**config.mk**
```make
export PLATFORM = sky130hd
export DESIGN_NAME = xrv1_wb_arb
export DESIGN_NICKNAME = d
export VERILOG_FILES = /design/src/rtl/xrv1_wb_arb.sv
export SDC_FILE = /design/constraint.sdc
export NUM_CORES = 1
export LEC_CHECK = 0
export BUFFER_PORTS_ARGS = -buffer_cell sky130_fd_sc_hd__buf_4
export CORE_AREA = 2 2 119 121
export DETAILED_ROUTE_END_ITERATION = 8
export DIE_AREA = 0 0 121 123
export SYNTH_ARGS = -nofsm -noshare
export SYNTH_HDL_FRONTEND = slang
export SYNTH_SLANG_ARGS = --single-unit
export TNS_END_PERCENT = 100
```
**constraint.sdc**
```tcl
create_clock -name clk_i -period 4.55 [get_ports clk_i]
set_input_delay 0.91 -clock clk_i [delete_from_list [all_inputs] [get_ports clk_i]]
set_output_delay 0.91 -clock clk_i [all_outputs]
set_load 0.005 [all_outputs]
```
**src/rtl/xrv1_wb_arb.sv**
```systemverilog
// Writeback arbiter and register scoreboard for the integer register file.
// Merges ALU, LSU and mul/div results into one registered RF write per cycle
// and tracks destinations of outstanding long-latency operations so issue can
// stall on RAW/WAW hazards.
//
// Handshake: a source's result transfers on a rising edge where its valid and
// the matching ready are both high; ready never rises without valid, and the
// ALU is always accepted (it has no ready). Readies are combinational from the
// current valids and the round-robin pointer, and are held low during reset.
module xrv1_wb_arb #(
  parameter int DATA_WIDTH_P    = 32,
  parameter int rf_addr_width_p = 5,
  localparam int rf_size_lp     = 1 << rf_addr_width_p
) (
  input  logic                       clk_i,
  input  logic                       rst_i,
  input  logic                       alu_wb_valid_i,
  input  logic [rf_addr_width_p-1:0] alu_wb_rd_addr_i,
  input  logic [DATA_WIDTH_P-1:0]    alu_wb_data_i,
  input  logic                       lsu_wb_valid_i,
  output logic                       lsu_wb_ready_o,
  input  logic [rf_addr_width_p-1:0] lsu_wb_rd_addr_i,
  input  logic [DATA_WIDTH_P-1:0]    lsu_wb_data_i,
  input  logic                       md_wb_valid_i,
  output logic                       md_wb_ready_o,
  input  logic [rf_addr_width_p-1:0] md_wb_rd_addr_i,
  input  logic [DATA_WIDTH_P-1:0]    md_wb_data_i,
  input  logic                       sb_set_i,
  input  logic [rf_addr_width_p-1:0] sb_set_addr_i,
  input  logic [rf_addr_width_p-1:0] hz_rs0_addr_i,
  input  logic [rf_addr_width_p-1:0] hz_rs1_addr_i,
  input  logic [rf_addr_width_p-1:0] hz_rd_addr_i,
  output logic                       hz_stall_o,
  output logic                       rd_w_en_o,
  output logic [rf_addr_width_p-1:0] rd_addr_o,
  output logic [DATA_WIDTH_P-1:0]    rd_data_o,
  output logic [rf_size_lp-1:0]      pending_o
);

  // Round-robin pointer: 0 prefers LSU, 1 prefers mul/div.
  logic                       rr_md_q;
  logic                       lsu_grant;
  logic                       md_grant;

  logic                       win_valid;
  logic                       win_long;
  logic [rf_addr_width_p-1:0] win_addr;
  logic [DATA_WIDTH_P-1:0]    win_data;

  logic                       w_en_q;
  logic                       long_q;
  logic [rf_addr_width_p-1:0] addr_q;
  logic [DATA_WIDTH_P-1:0]    data_q;

  logic [rf_size_lp-1:0]      pending_q;
  logic [rf_size_lp-1:0]      pending_d;

  // LSU/MD grant: ALU pre-empts both; on contention the pointer decides.
  always_comb begin
    lsu_grant = 1'b0;
    md_grant  = 1'b0;
    if (!rst_i && !alu_wb_valid_i) begin
      if (lsu_wb_valid_i && (!md_wb_valid_i || !rr_md_q)) begin
        lsu_grant = 1'b1;
      end else if (md_wb_valid_i) begin
        md_grant = 1'b1;
      end
    end
  end

  assign lsu_wb_ready_o = lsu_grant;
  assign md_wb_ready_o  = md_grant;

  // Winner mux; long marks results that retire a scoreboard entry.
  always_comb begin
    win_valid = 1'b0;
    win_long  = 1'b0;
    win_addr  = '0;
    win_data  = '0;
    if (!rst_i && alu_wb_valid_i) begin
      win_valid = 1'b1;
      win_addr  = alu_wb_rd_addr_i;
      win_data  = alu_wb_data_i;
    end else if (lsu_grant) begin
      win_valid = 1'b1;
      win_long  = 1'b1;
      win_addr  = lsu_wb_rd_addr_i;
      win_data  = lsu_wb_data_i;
    end else if (md_grant) begin
      win_valid = 1'b1;
      win_long  = 1'b1;
      win_addr  = md_wb_rd_addr_i;
      win_data  = md_wb_data_i;
    end
  end

  // Pointer flips away from whichever long-latency source was just granted.
  always_ff @(posedge clk_i) begin
    if (rst_i) begin
      rr_md_q <= 1'b0;
    end else if (lsu_grant || md_grant) begin
      rr_md_q <= lsu_grant;
    end
  end

  // Output register: x0 writes complete the handshake but never reach the RF,
  // and address/data hold their previous value whenever no write is issued.
  always_ff @(posedge clk_i) begin
    if (rst_i) begin
      w_en_q <= 1'b0;
      long_q <= 1'b0;
      addr_q <= '0;
      data_q <= '0;
    end else begin
      w_en_q <= win_valid && (win_addr != '0);
      long_q <= win_long;
      if (win_valid && (win_addr != '0)) begin
        addr_q <= win_addr;
        data_q <= win_data;
      end
    end
  end

  assign rd_w_en_o = w_en_q;
  assign rd_addr_o = addr_q;
  assign rd_data_o = data_q;

  // Scoreboard next state: the visible long-latency write clears its bit,
  // a new dispatch sets one (set wins on the same address), x0 never pends.
  always_comb begin
    pending_d = pending_q;
    if (w_en_q && long_q) begin
      pending_d[addr_q] = 1'b0;
    end
    if (sb_set_i) begin
      pending_d[sb_set_addr_i] = 1'b1;
    end
    pending_d[0] = 1'b0;
  end

  // Scoreboard register.
  always_ff @(posedge clk_i) begin
    if (rst_i) begin
      pending_q <= '0;
    end else begin
      pending_q <= pending_d;
    end
  end

  assign pending_o = pending_q;

  // Hazard: any live operand or destination still awaiting its write.
  always_comb begin
    hz_stall_o = 1'b0;
    if (!rst_i) begin
      hz_stall_o = ((hz_rs0_addr_i != '0) && pending_q[hz_rs0_addr_i]) ||
                   ((hz_rs1_addr_i != '0) && pending_q[hz_rs1_addr_i]) ||
                   ((hz_rd_addr_i  != '0) && pending_q[hz_rd_addr_i]);
    end
  end

endmodule
```
# After elaboration in Yosys (flattened, before gate mapping)
# Cells that the tools add are included.
[word_totals]
elab_cells = 67
reg_bits = 72
output_inout_bits = 73
inputBits = 137
[op_classes]
muxes = 27
magnitude_cmp = 7
bitwise = 3
reduce_logical = 23
[op_table]
columns = ["op", "count"]
rows = [
  ["32-bit two-way mux", 5],
  ["32-bit AND", 1],
  ["32-bit NOT", 1],
  ["32-bit bitwise OR", 1],
  ["5-bit by 6-bit less-than comparator with 1-bit output, second input constant", 5],
  ["5-bit nonzero test", 4],
  ["1-bit binary-select mux with 5-bit select", 3],
  ["5-bit two-way mux", 3],
  ["1-bit two-way mux", 14],
  ["1-bit demux with 5-bit select", 2],
  ["5-bit by 1-bit greater-or-equal comparator with 1-bit output, second input constant", 2],
  ["1-bit logical AND", 10],
  ["1-bit logical NOT", 4],
  ["1-bit logical OR", 4],
  ["2-bit OR reduction", 1],
]

# Depth between registers and ports, before layout
# Gate-level depths: netlist of the first run.
[logic_depth]
depth_word = 10
ltp_mapped = 9
mapped_depth_nobuf = 6

# Worst setup path after synthesis of the first run
# No wires, ideal clock.
[synth_path]
path_type = "input -> output"
from = "input port hz_rs1_addr_i[1]"
to = "output port hz_stall_o"
arrival_time_ns = 2.437
slack_ns = 1.203
cell_stages = 7
n_path_buf = 1
cell_sequence = "clkbuf_1 > mux4_2 > mux2_2 > nand3_1 > nand4_1 > nor3_1 > a41oi_1"
[synth_between]
elab_chain_cells = 6
[synth_lines]
columns = ["element", "line_no", "text"]
rows = [
  ["start, declared", "31", "input logic [rf_addr_width_p-1:0] hz_rs1_addr_i,"],
  ["1-bit binary-select mux with 5-bit select", "157", "((hz_rs1_addr_i != '0) && pending_q[hz_rs1_addr_i]) ||"],
  ["1-bit two-way mux (not written as such)", "157", ""],
  ["1-bit logical AND (*)", "157", ""],
  ["1-bit logical OR (*)", "156", "hz_stall_o = ((hz_rs0_addr_i != '0) && pending_q[hz_rs0_addr_i]) ||"],
  ["1-bit logical OR (*)", "157", ""],
  ["1-bit two-way mux (*)", "155", "if (!rst_i) begin"],
  ["end, declared", "33", "output logic hz_stall_o,"],
]
# Mark *: on every way between the ends. The rest lies on a longest branch, timed or not. The select of a mux whose other input is x is not followed.

# Worst setup path in the final report of the first run
# Ends and elaborated chain as after synthesis.

==> run summary, run 1 <==
Result of the run -> finished, final reports clean
Diode insertion count for antenna repair -> 0
Post-synth EDFFs -> 0
Weighted congestion reported at the end of routability-driven placement -> 0.8286
Ys Warns -> 0
Y dimension of the die -> 123 um
Number of instances in the synthesized netlist -> 435
Number of top-level design ports -> 210
Placement Cell Area -> 5692 um^2
Average vias per placed instance -> 5.443
Synthesized area per cell -> 9.256 um^2
Worst R2R End -> rd_data_o[5]
Initial standard-cell utilization of the core -> 29.58%
Final #Nets -> 757
Worst hold path endpoint -> rd_data_o[16]
Fraction of layout instances using a drive strength above 1 -> 40.54%
Clock buffer count from CTS -> 9
Setup slack on the worst flop-to-flop path -> 2.04 ns
Number of filler instances in the final layout -> 1337
Setup violations, final -> 0
Endpoints failing hold -> 0
Largest fanout of any net on the critical path -> 8
Cells on Worst Hold Path -> 2
Startpoint Class -> input pin
Resize count post-CTS -> 0
Clock sink count -> 71
Count of input and output buffers -> 208
Placed wire-length estimate -> 11360 um
Average wire per cell in the routed design -> 18.10 um
Pin count of the biggest net entering global routing -> 39
Initial DRC Count -> 378
Synthesized netlist net count -> 572
Combined global-route utilization of all metal layers -> 18.94%
Post-route ant nets -> 0
Setup crit end kind -> output port
Required time of the critical path -> 3.64 ns
Initial DRT Pass Iterations -> 8
DRC Markers -> 0
Number of synthesized register bits -> 71
Area growth syn-to-layout -> 48.42%
Unrepaired setup endpoints after global routing -> no
Worst slew pin tran -> 0.9821 ns
Antenna violations before repair -> 0
Root buffer cell -> clkbuf_16
Share of the core filled with cells -> 43.90%
Time the worst path needs with I/O delays and setup -> 3.464 ns
Area of all placed cells without fillers -> 5976 um^2
Async set or reset register ratio after synthesis -> 0%
Clock insertion delay at the later pin of the skew report -> 0.33 ns
Distinct cells, synth -> 40
Leading register cell type out of synthesis -> dfxtp_1
Ratio of final minimum period to clock period -> 76.13%
Number of max-cap violations -> 0
Vias in the first global route -> 4153
Clock H-tree levels -> 3
Critical setup path kind -> input pin to output port
Clock-pin slew on the worst setup and hold paths -> 0.05 ns
Total detailed-routing wirelength -> 14550 um
Start point of the worst min-delay path -> rd_data_o[16]
Fmax -> 0.2887 GHz
Arrival time reported for the critical path endpoint -> 2.55 ns
Type of the worst min-delay path -> flip-flop to flip-flop
Reg2Reg Launch Point -> rr_md_q
Synthesized area -> 4026 um^2
Setup TNS -> 0 ns
Worst reg-to-reg path cell count -> 8
Total number of vias -> 4376
Share of the yosys chip area belonging to registers -> 35.30%
Leak Pwr -> 0.002572 uW
Die boundary width -> 121 um
Power density cells -> 286.5 nW/um^2
Global-route wire length before repair -> 22200 um
Area of the die -> 14880 um^2
Final global-route overflow total -> 0
Number of max-slew violations in the final report -> 0
Number of buffers between clock root and the deepest sink -> 2
Buffer count from post-CTS setup fixing -> 0
Total core area -> 13610 um^2
VDD IR max -> 129.6 uV
Setup skew after layout -> 0.006771 ns
CTS tree -> yes
Headroom to the max-slew limit -> 34.38%
Site row count -> 43
Hold buffer count at CTS -> 0
==> registers in the layout (all words and copies together), names as in the netlist <==
name / flops
long_q: 1
rd_w_en_o: 1
rr_md_q: 1
rd_addr_o: 5
rd_data_o: 32
pending_o: 31
==> worst max path at each step <==
| stage | endpoint | start | cells past startpoint | slack [ns] |
|---|---|---|---|---|
| 2_1_floorplan | hz_stall_o | hz_rs1_addr_i[1] | 7 | 1.20 |
| 5_1_grt | hz_stall_o | hz_rs1_addr_i[1] | 8 | 0.97 |
| 4_1_cts | hz_stall_o | hz_rs1_addr_i[1] | 8 | 1.09 |
| 6_report | hz_stall_o | hz_rs1_addr_i[1] | 8 | 1.09 |
| 3_5_place_dp | hz_stall_o | hz_rs1_addr_i[1] | 8 | 1.09 |
| 3_3_place_gp | hz_stall_o | hz_rs1_addr_i[1] | 8 | 1.13 |
==> through the flow <==
stage	setup slack [ns]	hold slack, ns	power [uW]	std cells
final	1.086	0.4717	1712	804
after global routing	0.9702	0.4902	1786	804
after CTS	1.086	0.4745	1729	804
after detailed placement	1.086	0.4669	1068	789
after global placement	1.134	0.4608	1062	789
after floorplan	1.203	0.4623	865.1	435
==> cell usage after synthesis, types with 3 or more instances <==
cell,count,area (um^2)
nand4_1,8,50.05
a222oi_1,37,370.4
mux2_2,4,45.04
o21ai_0,31,155.2
nor2_1,11,41.29
a311oi_1,3,26.28
nand3_1,4,20.02
nor3b_1,7,52.55
and3_1,4,25.02
dfxtp_1,71,1421
clkbuf_1,31,116.4
inv_1,5,18.77
buf_2,3,15.01
a21oi_1,43,215.2
nand2_1,44,165.2
buf_4,3,22.52
mux4_2,18,405.4
nand3b_1,5,37.54
nand2b_1,34,212.7
mux2i_1,41,410.4
==> cells by family (layout without fill, tap and decap cells) <==
family	count (synthesis)	count (layout)	share of synthesized area, %
multiplexers	63	63	21.38
AO/OA/AOI/OAI	122	122	20.60
flip-flops	71	71	35.30
AND/OR/NAND/NOR	134	134	18.15
other	1	1	0.09314
buffers and inverters	44	233	4.475
==> layout make-up <==
type	count	area (um^2)	share of cell area, %
clock buffer	12	266.5	4.460
clock inverter	3	17.52	0.2931
inverter	5	18.77	0.3141
multi-input combinational	320	2427	40.62
sequential	71	1421	23.79
tap	180	225.2	3.769
timing repair buffer	213	1599	26.76
==> metal layers <==
metal	vias up	global-route usage (%)	routed length, um
li1	2056	-	-
met1	2066	23.10	5744
met2	236	33.15	7285
met3	18	3.875	1299
met4	0	6.613	221
met5	-	0	0
==> worst max-delay path, cell delays in order <==
cell	delay, ns
buf_4	0.14
mux4_2	0.50
mux2_2	0.28
nand3_1	0.09
nand4_1	0.09
nor3_1	0.20
a41oi_1	0.16
buf_4	0.17
==> placed cells by master (no fill, tap or decap), types with 3 or more instances in the layout <==
| cell | n |
|---|---|
| buf_4 | 213 |
| dfxtp_1 | 71 |
| nand2_1 | 44 |
| a21oi_1 | 43 |
| mux2i_1 | 41 |
| a222oi_1 | 37 |
| nand2b_1 | 34 |
| o21ai_0 | 31 |
| mux4_2 | 18 |
| nor2_1 | 10 |
| clkbuf_16 | 9 |
| nand4_1 | 8 |
| nor3b_1 | 7 |
| inv_1 | 5 |
| nand3b_1 | 5 |
| and3_1 | 4 |
| nand3_1 | 4 |
| mux2_2 | 4 |
| a311oi_1 | 3 |
| clkbuf_8 | 3 |
==> power breakdown <==
| group | switching (uW) | internal [uW] | leakage (uW) |
|---|---|---|---|
| clock network | 250 | 408 | 0.000140 |
| registers | 33.4 | 663 | 0.000581 |
| logic | 155 | 202 | 0.00185 |
| total | 439 | 1270 | 0.00257 |
Power figures use the tool's default switching activity.
==> run 2: changes to the inputs <==
--- a/config.mk
+++ b/config.mk
@@ -5,10 +5,11 @@
 export SDC_FILE = /design/constraint.sdc
 export NUM_CORES = 1
 export LEC_CHECK = 0
+export ABC_AREA = 1
 export BUFFER_PORTS_ARGS = -buffer_cell sky130_fd_sc_hd__buf_4
-export CORE_AREA = 2 2 119 121
+export CORE_AREA = 2 2 125 127
 export DETAILED_ROUTE_END_ITERATION = 8
-export DIE_AREA = 0 0 121 123
+export DIE_AREA = 0 0 127 129
 export SYNTH_ARGS = -nofsm -noshare
 export SYNTH_HDL_FRONTEND = slang
 export SYNTH_SLANG_ARGS = --single-unit
==> constraint.sdc (replaced) <==
create_clock -name clk_i -period 3.6 [get_ports clk_i]
set_input_delay 0.72 -clock clk_i [delete_from_list [all_inputs] [get_ports clk_i]]
set_output_delay 0.72 -clock clk_i [all_outputs]
set_load 0.005 [all_outputs]
==> run summary, run 2 <==
Worst reg-to-reg path cell count -> 10
Clock H-tree levels -> 3
Clock sink count -> 71
Die boundary width -> 127 um
Ys Warns -> 0
Share of the yosys chip area belonging to registers -> 32.02%
Crit-path max cell delay -> 0.36 ns
Number of synthesized register bits -> 71
Cell type contributing the most total cell area after synthesis -> dfxtp_1
Arrival time reported for the critical path endpoint -> 2.11 ns
Start point of the worst min-delay path -> rr_md_q
Initial DRC Count -> 355
Unrepaired setup endpoints after global routing -> no
Final #Nets -> 1044
Area of the die -> 16380 um^2
Diode insertion count for antenna repair -> 0
Startpoint Class -> input pin
Largest fanout of any net on the critical path -> 17
Antenna violations before repair -> 0
Clock-pin slew on the worst setup and hold paths -> 0.06 ns
Leak Pwr -> 0.003188 uW
Synthesized area per cell -> 6.174 um^2
Total core area -> 14980 um^2
Async set or reset register ratio after synthesis -> 0%
Reg2Reg Launch Point -> rr_md_q
Number of instances in the synthesized netlist -> 719
Setup violations, final -> 0
Top post-synthesis cells by area -> dfxtp_1, nand2_1, nand3_1
Critical path, cell by cell -> buf_4 -> inv_1 -> nand2_1 -> nand3_1 -> nand2_1 -> nand2_1 -> nand2_1 -> inv_1 -> nand2_1 -> nand2_1 -> nand3_1 -> nor2_1 -> nor2_1 -> buf_4
Most common cell after layout, fill and taps aside -> nand2_1
Site row count -> 45
Total detailed-routing wirelength -> 16930 um
Final global-route overflow total -> 0
Distinct cells, synth -> 26
Power density cells -> 378.5 nW/um^2
Cell with the most instances after synthesis -> nand2_1
Synthesized area -> 4439 um^2
Result of the run -> finished, final reports clean
Type of the worst min-delay path -> flip-flop to flip-flop
Worst R2R End -> rd_data_o[23]
CTS tree -> yes
Clock insertion delay at the later pin of the skew report -> 0.33 ns
DRC Markers -> 0
Critical setup path kind -> input pin to output port
Largest delay contributor family on the critical path -> buffers and inverters
Setup crit end kind -> output port
Vias in the first global route -> 5054
Setup TNS -> 0 ns
Initial DRT Pass Iterations -> 5
Leading register cell type out of synthesis -> dfxtp_1
Y dimension of the die -> 129 um
Critical-path cell with the highest stage delay -> inv_1
Number of max-slew violations in the final report -> 0
Time the worst path needs with I/O delays and setup -> 2.832 ns
Initial standard-cell utilization of the core -> 29.64%
Number of top-level design ports -> 210
Headroom to the max-slew limit -> 21.71%
Commonest cells after routing, fill and taps aside -> nand2_1, buf_4, nand3_1, nor2_1, dfxtp_1
Setup slack on the worst flop-to-flop path -> 1.41 ns
Buffer count from post-CTS setup fixing -> 0
Endpoints failing hold -> 0
Cell types with the highest counts after synthesis -> nand2_1, nand3_1, dfxtp_1, nor2_1, a21oi_1
Ratio of final minimum period to clock period -> 78.67%
Required time of the critical path -> 2.88 ns
Worst slew pin tran -> 1.165 ns
Share of the core filled with cells -> 42.79%
Placed wire-length estimate -> 13050 um
Max reg flops -> 32
Average wire per cell in the routed design -> 15.39 um
Root buffer cell -> clkbuf_16
Count of input and output buffers -> 208
Cell type with the highest occurrence count on the critical path -> nand2_1
Hold buffer count at CTS -> 0
Weighted congestion reported at the end of routability-driven placement -> 0.9095
Number of max-cap violations -> 0
Average vias per placed instance -> 4.933
Portion of synthesized cell area occupied by the leading cell type -> 32.02%
Synthesized netlist net count -> 856
Post-route ant nets -> 0
Worst hold path endpoint -> rr_md_q
Setup skew after layout -> 0.008863 ns
Fraction of layout instances using a drive strength above 1 -> 27.41%
Post-synth EDFFs -> 0
VDD IR max -> 197.0 uV
Area growth syn-to-layout -> 44.36%
Pin count of the biggest net entering global routing -> 41
Clock buffer count from CTS -> 9
Buf+Inv Stages, Crit Path -> 4
Resize count post-CTS -> 0
Total number of vias -> 5426
Number of buffers between clock root and the deepest sink -> 2
Combined global-route utilization of all metal layers -> 20.12%
Global-route wire length before repair -> 26240 um
Fmax -> 0.3531 GHz
Cells on Worst Hold Path -> 2
run 2: cell type report:
type                            count  area (um^2)
Clock buffer                       11        252.7
Clock inverter                      5        78.83
Fill cell                        1649         8568
Inverter                           52        195.2
Multi-Input combinational cell    560         2614
Sequential cell                    71         1421
Tap cell                          188        235.2
Timing Repair Buffer              213         1612
run 2: cell families (layout without fill, tap and decap cells):
kind of cell    Yosys count  in the layout  share of synthesized area (%)
buf+inv                  88            281                          9.273
simple gates            423            423                          40.14
compound gates          136            136                          18.49
flops                    71             71                          32.02
other cells               1              1                        0.08447
run 2: report_power, final:
group | internal (uW) | switching [uW]
combinational | 271 | 293
sequential | 842 | 46.7
clock | 644 | 329
run 2: per-stage QoR:
step	instance area [um^2]	total power, uW	hold slack, ns	setup slack (ns)	instances
finish	6409	2426	0.4766	0.7679	1100
global route	6409	2560	0.4904	0.5790	1100
CTS	6409	2456	0.4790	0.7723	1100
detailed placement	6077	1471	0.4710	0.7719	1084
global placement	6077	1467	0.4534	0.7933	1084
floorplan	4439	1194	0.4435	1.078	719
run 2: worst register-to-register path, stage by stage, from the launching register on:
cell and delay (ns):
dfxtp_1 0.31, nand2_1 0.15, nand3_2 0.13, inv_2 0.38
nand2_1 0.13, and3_4 0.21, nand3_4 0.31, buf_12 0.26
nand2_1 0.09, nand2_1 0.06, nor2_1 0.04
run 2: how the worst max path moves through the flow:
stage	start	endpoint	slack [ns]	cells after the start
after detailed placement	hz_rd_addr_i[0]	hz_stall_o	0.77	14
after global placement	hz_rd_addr_i[0]	hz_stall_o	0.79	14
after CTS	hz_rd_addr_i[0]	hz_stall_o	0.77	14
after global routing	hz_rs1_addr_i[0]	hz_stall_o	0.58	14
final	hz_rs1_addr_i[0]	hz_stall_o	0.77	14
after floorplan	hz_rs0_addr_i[0]	hz_stall_o	1.08	14
run 2: layer usage:
| layer | routed length, um | vias up | track usage (%) |
|---|---|---|---|
| met4 | 212 | 0 | 5.559 |
| li1 | - | 2738 | - |
| met2 | 8308 | 267 | 34.72 |
| met1 | 6918 | 2405 | 25.36 |
| met3 | 1491 | 16 | 4.532 |
| met5 | 0 | - | 0 |
==> run 3: changes to the inputs <==
--- a/config.mk
+++ b/config.mk
@@ -5,11 +5,11 @@
 export SDC_FILE = /design/constraint.sdc
 export NUM_CORES = 1
 export LEC_CHECK = 0
-export ABC_AREA = 1
+export ABC_AREA = 0
 export BUFFER_PORTS_ARGS = -buffer_cell sky130_fd_sc_hd__buf_4
-export CORE_AREA = 2 2 125 127
+export CORE_AREA = 2 2 119 121
 export DETAILED_ROUTE_END_ITERATION = 8
-export DIE_AREA = 0 0 127 129
+export DIE_AREA = 0 0 121 123
 export SYNTH_ARGS = -nofsm -noshare
 export SYNTH_HDL_FRONTEND = slang
 export SYNTH_SLANG_ARGS = --single-unit
==> constraint.sdc (replaced) <==
create_clock -name clk_i -period 2.25 [get_ports clk_i]
set_input_delay 0.45 -clock clk_i [delete_from_list [all_inputs] [get_ports clk_i]]
set_output_delay 0.45 -clock clk_i [all_outputs]
set_load 0.005 [all_outputs]
==> run summary, run 3 (same netlist as run 1, synthesis figures left out) <==
Global routing usage on met1 -> 24.17%
Power share of the combinational group -> 22.8%
Clock insertion delay at the later pin of the skew report -> 0.34 ns
Result of the run -> finished with violations
Number of buffers between clock root and the deepest sink -> 2
Initial standard-cell utilization of the core -> 29.58%
Most common cell after layout, fill and taps aside -> buf_4
Final #Nets -> 798
Initial DRT Pass Iterations -> 6
Worst slew pin tran -> 0.6838 ns
Pin count of the biggest net entering global routing -> 39
Commonest cells after routing, fill and taps aside -> buf_4, dfxtp_1, nand2_1, a21oi_1, mux2i_1
Clock H-tree levels -> 3
Combined global-route utilization of all metal layers -> 20.20%
Launch point of the critical path -> pending_o[27]
Post-layout total power -> 3542 uW
Setup skew after layout -> 0.006936 ns
Clock-pin slew on the worst setup and hold paths -> 0.06 ns
Final global-route overflow total -> 0
Number of cells after detailed placement -> 829
Fmax -> 0.4066 GHz
Setup slack on the worst flop-to-flop path -> 0.12 ns
Time the worst path needs with I/O delays and setup -> 2.459 ns
Worst R2R End -> rd_data_o[19]
Start point of the worst min-delay path -> md_wb_valid_i
Crit path capture -> hz_stall_o
Area of the die -> 14880 um^2
Worst-case setup slack after placement -> -0.2240 ns
Endpoints failing hold -> 0
DRC Markers -> 0
Fraction of layout instances using a drive strength above 1 -> 45.50%
Clock sink count -> 71
Initial DRC Count -> 319
Average wire per cell in the routed design -> 18.27 um
Site row count -> 43
Internal power -> 2616 uW
Highest-utilization routing layer at the global route stage -> met2
Worst reg-to-reg path cell count -> 9
Area growth syn-to-layout -> 58.45%
Setup violations, final -> 1
Global-route wire length before repair -> 23290 um
Die boundary width -> 121 um
Number of top-level design ports -> 210
Net switching power figure -> 926.4 uW
Leak Pwr -> 0.002802 uW
Post-route ant nets -> 0
Final worst-path setup slack -> -0.2091 ns
Ratio of final minimum period to clock period -> 109.3%
Headroom to the max-slew limit -> 54.25%
Placed wire-length estimate -> 12030 um
Total core area -> 13610 um^2
Root buffer cell -> clkbuf_16
Arrival time reported for the critical path endpoint -> 2.01 ns
Required time of the critical path -> 1.80 ns
Proportion of power drawn by flip-flops and latches -> 39.7%
Number of filler instances in the final layout -> 1287
Critical setup path kind -> flip-flop to output port
Weighted congestion reported at the end of routability-driven placement -> 0.8901
Vias in the first global route -> 4529
Y dimension of the die -> 123 um
Count of input and output buffers -> 208
Type of the worst min-delay path -> input pin to flip-flop
CTS tree -> yes
Met3 usage in global routing -> 3.506%
Placement Cell Area -> 6030 um^2
Power density cells -> 555.2 nW/um^2
Clock buffer count from CTS -> 9
Number of max-slew violations in the final report -> 0
Largest fanout of any net on the critical path -> 4
Number of max-cap violations -> 0
Unrepaired setup endpoints after global routing -> yes
Total number of vias -> 4621
Clock power share -> 37.4%
Total detailed-routing wirelength -> 15460 um
Max reg flops -> 32
Startpoint Class -> flip-flop
VDD IR max -> 278.8 uV
Antenna violations before repair -> 0
Buffer count from post-CTS setup fixing -> 0
Reg2Reg Launch Point -> rr_md_q
Setup TNS -> -0.2091 ns
Failing checks -> setup timing
Area of all placed cells without fillers -> 6380 um^2
Setup crit end kind -> output port
Cell Count, Final, Fillers Out -> 846
Average vias per placed instance -> 5.462
Fraction of power spent switching nets -> 26.15%
Diode insertion count for antenna repair -> 0
GR Layer Usage met2 -> 34.97%
[run 3: changes by cell type in the layout (fill, tap and decap cells not counted), sizes merged, moves of 32 or more]
cell | previous run | this run
mux2i | 0 | 41
a22o | 32 | 0
nand2 | 242 | 44
inv | 53 | 5
nand2b | 0 | 34
nor2 | 83 | 11
nand3 | 82 | 5
a222oi | 0 | 37
buf | 213 | 253
[run 3: worst min-delay path by stage]
| stage | to | slack, ns | cells after the start |
|---|---|---|---|
| finish | rr_md_q | 0.34 | 2 |
| detailed placement | rd_data_o[6] | 0.46 | 2 |
| floorplan | rr_md_q | 0.46 | 1 |
| global route | rr_md_q | 0.33 | 2 |
| CTS | rr_md_q | 0.33 | 2 |
| global placement | rd_data_o[0] | 0.46 | 2 |
[run 3: layout make-up]
type	instances	area, um^2	area share [%]
clock inverters	3	17.52	0.2746
flip-flops and latches	71	1428	22.38
multi-input cells	320	2465	38.63
well taps	180	225.2	3.530
repair buffers	254	1966	30.81
clock buffers	13	260.3	4.079
inverters	5	18.77	0.2942
[run 3: power groups by stage]
stage | clock (uW) | combinational, uW | sequential [uW]
2_1_floorplan | 0 | 343 | 1420
3_3_place_gp | 0 | 771 | 1430
3_5_place_dp | 0 | 787 | 1430
4_1_cts | 1350 | 789 | 1410
5_1_grt | 1400 | 869 | 1420
6_report | 1330 | 808 | 1410
[run 3: per-stage QoR]
stage / utilization (%) / hold slack (ns)
4_1_cts: 46.51 / 0.3267
5_1_grt: 46.87 / 0.3316
6_report: 46.87 / 0.3354
3_5_place_dp: 44.30 / 0.4635
3_3_place_gp: 44.30 / 0.4588
2_1_floorplan: - / 0.4623
[run 3: critical path: stages, from the launching register on]
cell	delay, ns
dfxtp_2	0.33
buf_4	0.15
mux4_2	0.48
mux2i_2	0.18
nor3b_2	0.07
nor3_2	0.17
a41oi_1	0.13
buf_4	0.16
[run 3: metal layers]
metal / part of all wire [%] / vias up
met4: 2.6 / 0
met2: 50 / 249
met3: 8.0 / 26
met5: 0 / -
li1: - / 2134
met1: 39 / 2212
[run 3: what timing repair did]
action / in CTS / in global routing
gates resized for setup: 10 / 5
setup endpoints to repair: 1 / 19
gates cloned: 0 / 1
hold buffers: 0 / 0
pin swaps: 3 / 1
